--- config.mk ---
export PLATFORM = sky130hd
export DESIGN_NAME = mem_burst_ctrl
export DESIGN_NICKNAME = d
export VERILOG_FILES = /design/src/rtl/mem_burst_pkg.sv /design/src/rtl/burst_addr_gen.sv /design/src/rtl/mem_burst_ctrl.sv
export SDC_FILE = /design/constraint.sdc
export NUM_CORES = 1
export LEC_CHECK = 0
export ABC_AREA = 1
export BUFFER_PORTS_ARGS = -buffer_cell sky130_fd_sc_hd__buf_2
export CAP_MARGIN = 20
export CORE_MARGIN = 5
export CORE_UTILIZATION = 30
export DETAILED_ROUTE_END_ITERATION = 16
export HOLD_SLACK_MARGIN = 0.02
export PLACE_DENSITY_LB_ADDON = 0.25
export SLEW_MARGIN = 20
export SYNTH_ARGS = -nofsm -noshare
export SYNTH_HDL_FRONTEND = slang
export SYNTH_SLANG_ARGS = --single-unit
--- constraint.sdc ---
create_clock -name clock -period 1.89 [get_ports clock]
set_input_delay 0.2835 -clock clock [delete_from_list [all_inputs] [get_ports clock]]
set_output_delay 0.2835 -clock clock [all_outputs]
set_load 0.03 [all_outputs]
--- src/rtl/mem_burst_pkg.sv ---
// Shared types and helpers for the cache line-transfer engine.
package mem_burst_pkg;

  typedef enum logic {
    IDLE = 1'b0,
    XFER = 1'b1
  } state_e;

  typedef enum logic {
    REFILL    = 1'b0,
    WRITEBACK = 1'b1
  } xfer_e;

  function automatic int beat_w(input int beats);
    return (beats < 2) ? 1 : $clog2(beats);
  endfunction

endpackage

--- src/rtl/burst_addr_gen.sv ---
// Beat counter and wrapped word offset within a cache line.
module burst_addr_gen
  import mem_burst_pkg::*;
#(
  parameter  int BEATS = 4,
  localparam int BW    = beat_w(BEATS)
) (
  input  logic          clock,
  input  logic          reset_n,
  input  logic          load,
  input  logic [BW-1:0] start,
  input  logic          advance,
  output logic [BW-1:0] offset,
  output logic          last
);

  logic [BW-1:0] start_q;
  logic [BW-1:0] cnt_q;

  always_ff @(posedge clock or negedge reset_n) begin
    if (!reset_n) begin
      start_q <= '0;
      cnt_q   <= '0;
    end else if (load) begin
      start_q <= start;
      cnt_q   <= '0;
    end else if (advance) begin
      cnt_q <= cnt_q + BW'(1);
    end
  end

  // BEATS is a power of two, so the BW-bit sum wraps modulo BEATS for free.
  assign offset = start_q + cnt_q;
  assign last   = (cnt_q == BW'(BEATS - 1));

endmodule

--- src/rtl/mem_burst_ctrl.sv ---
// Cache line refill/writeback engine: per-beat ready handshake, optional
// critical-word-first wrap order and per-beat timeout.
module mem_burst_ctrl
  import mem_burst_pkg::*;
#(
  parameter  int AWIDTH  = 9,
  parameter  int DWIDTH  = 8,
  parameter  int BEATS   = 4,
  parameter  int CWF     = 0,
  parameter  int TIMEOUT = 255,
  localparam int BW      = beat_w(BEATS)
) (
  input  logic              clock,
  input  logic              reset_n,
  input  logic              req_valid,
  input  logic              req_write,
  input  logic [AWIDTH-1:0] req_addr,
  output logic              req_ready,
  output logic [BW-1:0]     wb_beat,
  input  logic [DWIDTH-1:0] wb_data,
  output logic              fill_valid,
  output logic [BW-1:0]     fill_beat,
  output logic [DWIDTH-1:0] fill_data,
  output logic              done,
  output logic              error,
  output logic              mem_rd,
  output logic              mem_wr,
  output logic [AWIDTH-1:0] mem_addr,
  output logic [DWIDTH-1:0] mem_wdata,
  input  logic [DWIDTH-1:0] mem_rdata,
  input  logic              mem_ready
);

  localparam int WW = $clog2(TIMEOUT + 2);

  state_e               state_q, state_d;
  xfer_e                xfer_q;
  logic [AWIDTH-BW-1:0] base_q;
  logic [WW-1:0]        wait_q;
  logic                 fill_valid_q, done_q, error_q;
  logic [BW-1:0]        fill_beat_q;
  logic [DWIDTH-1:0]    fill_data_q;

  logic          active, accept, complete, timed_out, last;
  logic [BW-1:0] offset, start;

  assign active    = (state_q == XFER);
  assign accept    = (state_q == IDLE) && req_valid;
  assign complete  = active && mem_ready;
  // A beat that completes on the limit cycle wins over the abort.
  assign timed_out = (TIMEOUT != 0) && active && !mem_ready && (wait_q == WW'(TIMEOUT));
  assign start     = (CWF != 0) ? req_addr[BW-1:0] : '0;

  burst_addr_gen #(.BEATS(BEATS)) u_addr_gen (
    .clock   (clock),
    .reset_n (reset_n),
    .load    (accept),
    .start   (start),
    .advance (complete),
    .offset  (offset),
    .last    (last)
  );

  always_comb begin
    state_d = state_q;
    case (state_q)
      IDLE:    if (req_valid) state_d = XFER;
      XFER:    if ((complete && last) || timed_out) state_d = IDLE;
      default: state_d = IDLE;
    endcase
  end

  always_ff @(posedge clock or negedge reset_n) begin
    if (!reset_n) begin
      state_q      <= IDLE;
      xfer_q       <= REFILL;
      base_q       <= '0;
      wait_q       <= '0;
      fill_valid_q <= 1'b0;
      fill_beat_q  <= '0;
      fill_data_q  <= '0;
      done_q       <= 1'b0;
      error_q      <= 1'b0;
    end else begin
      state_q      <= state_d;
      done_q       <= complete && last;
      error_q      <= timed_out;
      fill_valid_q <= complete && (xfer_q == REFILL);
      if (accept) begin
        xfer_q <= req_write ? WRITEBACK : REFILL;
        base_q <= req_addr[AWIDTH-1:BW];
      end
      if (complete) begin
        fill_data_q <= mem_rdata;
        fill_beat_q <= offset;
      end
      if (accept || complete) wait_q <= '0;
      else if (active)        wait_q <= wait_q + WW'(1);
    end
  end

  // Strobes decode straight from state so an async reset drops them at once.
  assign mem_rd     = active && (xfer_q == REFILL);
  assign mem_wr     = active && (xfer_q == WRITEBACK);
  assign mem_addr   = active ? {base_q, offset} : '0;
  assign mem_wdata  = wb_data;
  assign wb_beat    = offset;
  assign req_ready  = (state_q == IDLE);
  assign fill_valid = fill_valid_q;
  assign fill_beat  = fill_beat_q;
  assign fill_data  = fill_data_q;
  assign done       = done_q;
  assign error      = error_q;

endmodule
Word level (Yosys, flattened, before mapping)
Index checks and enable logic that the tools add are counted.

word-level totals
  bits in read-only memories = 0
  output and inout bits = 35
  latch bits = 0
  input port bits = 30
  memories = 0
  RAM bits = 0
  logic and storage cells = 38
  flip-flop bits (word level) = 33

operators by class
  add/subtract/negate cells = 2
  bitwise logic cells = 2
  magnitude comparators = 0
  multiplexer cells = 9
  reduce and logical (&&, ||, !) cells = 13
  shift operators = 0
  equality and inequality tests = 2
  $mul = 0
  divide/modulo/power cells = 0

operator list
  cell                   number
  $mux W9                3
  $add A9 B1 Y9 const B  1
  $eq A9 B8 Y1 const B   1
  $logic_and A1 B1 Y1    8
  $mux W2                2
  $reduce_bool A2 Y1     2
  $mux W1                3
  $add A2 B1 Y2 const B  1
  $eq A2 B2 Y1 const B   1
  $logic_or A1 B1 Y1     2
  $not A1 Y1             2
  $pmux W1 S2            1
  $logic_not A1 Y1       1

Depth between registers and ports, before layout
  depth in word-level cells = 6
  mapped depth = 8
  depth with buffers taken out = 8

Cells and area by module
A second synthesis with hierarchy kept.

unflattened totals
  cell total of the unflattened synthesis = 218
  area, all modules = 1735.4 um^2

modules (own cells, without submodules)
  module          area each (um^2)  instances  cells each  seq. area each (um^2)
  mem_burst_ctrl  1520.2            1          192         775.7
  burst_addr_gen  215.2             1          26          100.1

Worst setup path after synthesis
OpenSTA, ideal clock, no wires.

  path type = register -> register
  from = reg wait_q[0]
  to = reg wait_q[8]
  period minus slack after synthesis = 1.399 ns
  buffers on the path = 0
  required time = 1.808 ns
  library setup time = 0.082 ns
  arrival time = 1.317 ns
  cell stages (with the launch flop) = 7
  slack = 0.491 ns
  cells stage by stage = dfrtp_1 ha_1 nand2_1 inv_1 and3_1 ha_1 o22ai_1

on the way
  longest elaborated chain between the ends = 3

RTL lines
  item                      line                  source
  start: declaration        mem_burst_ctrl.sv:39  logic [WW-1:0] wait_q;
  start signal: assignment  mem_burst_ctrl.sv:98  else if (active) wait_q <= wait_q + WW'(1);
  $add A9 B1 Y9             mem_burst_ctrl.sv:98
  $mux W9                   mem_burst_ctrl.sv:98
  $mux W9                   mem_burst_ctrl.sv:97  if (accept || complete) wait_q <= '0;

No other way between the ends. The select of a mux whose other input is x is not followed.
A chain may end at the register's enable or synchronous reset.

Worst setup path in the final report
  from = reg state_q (netlist: active)
  to = out mem_rd

on the way
  longest elaborated chain between the ends = 1

RTL lines
  item                      line                   source
  start: declaration        mem_burst_ctrl.sv:36   state_e state_q, state_d;
  start signal: assignment  mem_burst_ctrl.sv:85   state_q <= state_d;
  $logic_and A1 B1 Y1       mem_burst_ctrl.sv:103  assign mem_rd = active && (xfer_q == REFILL);
  end: declaration          mem_burst_ctrl.sv:26   output logic mem_rd,

No other way between the ends.

==> results.sh <==
export IMPL_gp_congestion=0.752
export IMPL_syn_num_nets=210
export IMPL_routed_via_count=1264
export IMPL_fp_dieW_um=83.3
export IMPL_hpwlAfterDp_um=2510
export IMPL_synth_seq_area_share_pct=51.2
export IMPL_crit_family="buffers and inverters"
export IMPL_crit_reg2reg_launch="wait_q[0]"
export IMPL_power_density_nw_per_um2=1730
export IMPL_grt_busiest_layer="met2"
export IMPL_status="finished clean"
export IMPL_crit_buf_inv=3
export IMPL_setup_viol=0
export IMPL_clkLatencyLatePin_ns=0.28
export IMPL_rsz0062_at_grt="no"
export IMPL_final_nets=253
export IMPL_rows=26
export IMPL_ys_types=22
export IMPL_drt_iter0_markers=41
export IMPL_fillers=551
export IMPL_cap_violations=0
export IMPL_areaGrowthSynthToFinish_pct=22.4
export IMPL_regArea_um2=826
export IMPL_critPathRequiredTime_ns=1.61
export IMPL_cts_setup_buffers=0
export IMPL_cts_buffers=5
export IMPL_cp_slowest_stage_delay_ns=0.49
export IMPL_cp_start_kind="flip-flop"
export IMPL_synth_area_top_cells="dfrtp_1, nand2_1, mux2_4"
export IMPL_netlist_area_leader_share_pct=51.2
export IMPL_antenna_found_initial=0
export IMPL_worstMarginPinSlew_ns=0.753
export IMPL_max_freq_mhz=581
export IMPL_final_util_pct=38.1
export IMPL_start_util_pct=31.2
export IMPL_ctsResizeCount=0
export IMPL_critPathKind="flip-flop to output pin"
export IMPL_dr_pass1_iters=4
export IMPL_r2r_cells=6
export IMPL_grtUsageMet2_pct=16.8
export IMPL_switching_share_pct=44.1
export IMPL_cp_max_fo=11
export IMPL_timing_setup_tns_ns=0
export IMPL_wire_per_inst_um=11.8
export IMPL_synth_seq_cells=33
export IMPL_met3_usage_pct=2.97
export IMPL_post_route_period_util_pct=91.0
export IMPL_clkSinkCount=33
export IMPL_hold_viol=0
export IMPL_crit_chain="buf_4 -> inv_6 -> nor2_1 -> buf_2"
export IMPL_p_comb_share_pct=47.3
export IMPL_clk_path_buf_depth=2
export IMPL_cp_slowest_cell="dfrtp_1"
export IMPL_power_frac_clock_pct=20.1
export IMPL_core_area_um2=5170
export IMPL_grt_pass1_wl_um=5840
export IMPL_reg2reg_slack_ns=0.36
export IMPL_io_buffers=46
export IMPL_grt_ovfl_total=0
export IMPL_critPathCaptureType="output pin"
export IMPL_yosys_area_top_type="dfrtp_1"
export IMPL_io_pin_count=65
export IMPL_drive_above_1_share_pct=31.7
export IMPL_htree_levels=2
export IMPL_worstReg2RegEnd="wait_q[8]"
export IMPL_routed_wl_um=3440
export IMPL_ctsHoldBuffers=0
export IMPL_via_per_inst=4.34
export IMPL_cts_root_buf="clkbuf_8"
export IMPL_netlist_area_um2=1610
export IMPL_fin_skew_ns=0.00394
export IMPL_min_period_ns=1.72
export IMPL_max_slew_margin_pct=49.8
export IMPL_grt_max_degree=34
export IMPL_cts_tree="done"
export IMPL_first_global_vias=1309
export IMPL_drc=0
export IMPL_ys_warn_count=0
export IMPL_internal_power_mw=1.91
export IMPL_die_area_um2=6940
export IMPL_netlist_instances=177
export IMPL_avgSynthCellArea_um2=9.10
export IMPL_chipHeight_um=83.3
export IMPL_drv_slew=0
export IMPL_hold_path_class="input pin to async pin"
export IMPL_ant_nets=0
export IMPL_clk_pin_slew_worst_paths_ns=0.07
export IMPL_multi_input_area_um2=606
export IMPL_seqPwrFrac_pct=32.7
export IMPL_met1_usage_pct=11.8
export IMPL_p_switching_mw=1.51
export IMPL_ir_worst_vdd_mv=0.812
export IMPL_grt_usage_pct=10.4
export IMPL_antenna_cells=0
export IMPL_cp_arrival_ns=1.44
export IMPL_p_leak_nw=1.15
==> per-stage QoR <==
stage	std cells	hold WS, ns	power (mW)	cell area (um2)	setup WS [ns]
after global routing	291	0.118	3.64	1970	0.0884
after floorplan	177	-0.0121	2.35	1610	0.491
after global placement	283	0.396	2.76	1860	0.408
final	291	0.0631	3.42	1970	0.170
after CTS	291	0.0890	3.48	1970	0.150
after detailed placement	283	0.404	2.78	1860	0.375
==> area by class of cell <==
type	instances	share of cell area (%)
Sequential cell	33	41.9
Clock buffer	7	4.38
Multi-Input combinational cell	109	30.7
Tap cell	70	4.44
Inverter	23	4.63
Clock inverter	1	1.52
Timing Repair Buffer	48	12.4
==> cell families after synthesis <==
kind of cell / synth area share (%)
buf+inv: 11.2
mux: 7.45
flops: 51.2
fa+ha+maj: 2.33
compound gates: 3.42
simple gates: 24.4
==> flip-flops by register name (all words and copies together), names as in the netlist <==
register / cells
wait_q: 9
fill_beat: 2
base_q: 7
fill_valid: 1
done: 1
u_addr_gen.cnt_q: 2
fill_data: 8
xfer_q: 1
error: 1
active: 1
==> cell usage after synthesis <==
| library cell | number |
|---|---|
| nand2_1 | 64 |
| dfrtp_1 | 33 |
| inv_1 | 21 |
| nor2_1 | 12 |
| buf_4 | 9 |
| nand3_1 | 9 |
| mux2_4 | 8 |
| ha_1 | 3 |
| a21oi_1 | 2 |
| buf_2 | 2 |
| nand2_8 | 2 |
| o21ai_0 | 2 |
| a21oi_4 | 1 |
| and3_1 | 1 |
| buf_6 | 1 |
| inv_2 | 1 |
| inv_6 | 1 |
| nand3_2 | 1 |
| nor2_2 | 1 |
| o21ai_1 | 1 |
| o21bai_1 | 1 |
| o22ai_1 | 1 |
==> power groups by stage <==
stage | Combinational, mW | Clock (mW) | Sequential [mW]
3_3_place_gp | 1.63 | 0 | 1.13
2_1_floorplan | 1.04 | 0 | 1.31
6_report | 1.62 | 0.686 | 1.12
3_5_place_dp | 1.65 | 0 | 1.13
5_1_grt | 1.75 | 0.737 | 1.15
4_1_cts | 1.65 | 0.708 | 1.12
==> layout by cell type (no fill, tap or decap), types with 2 or more instances in the layout <==
cell type	count
nand2_1	64
a21oi_1	2
o21ai_0	2
ha_1	3
clkbuf_8	6
buf_4	2
nand2_8	2
buf_2	46
dfrtp_1	33
mux2_4	8
nor2_1	12
inv_1	21
nand3_1	9
==> worst reg2reg max path: cells and delay by family, from the launching register on <==
family	cells	cell delay [ns]
AOI/OAI and AO/OA	1	0.16
adders and majority gates	2	0.48
buffers and inverters	1	0.07
DFF	1	0.41
and+or+nand+nor	2	0.32
==> how the worst max path moves through the flow <==
stage | endpoint | cells after the start | startpoint
floorplan | wait_q[8] | 6 | wait_q[0]
global placement | wait_q[8] | 6 | wait_q[0]
detailed placement | wait_q[8] | 6 | wait_q[0]
CTS | mem_rd | 4 | active
global route | mem_rd | 4 | active
finish | mem_rd | 4 | active
==> routing by layer <==
layer / up-vias / share of wire, %
met4: 0 / 3.3
met5: - / 0
met1: 595 / 46
li1: 618 / -
met3: 14 / 6.3
met2: 37 / 45
Note: power is estimated with default switching activity, not from simulation.
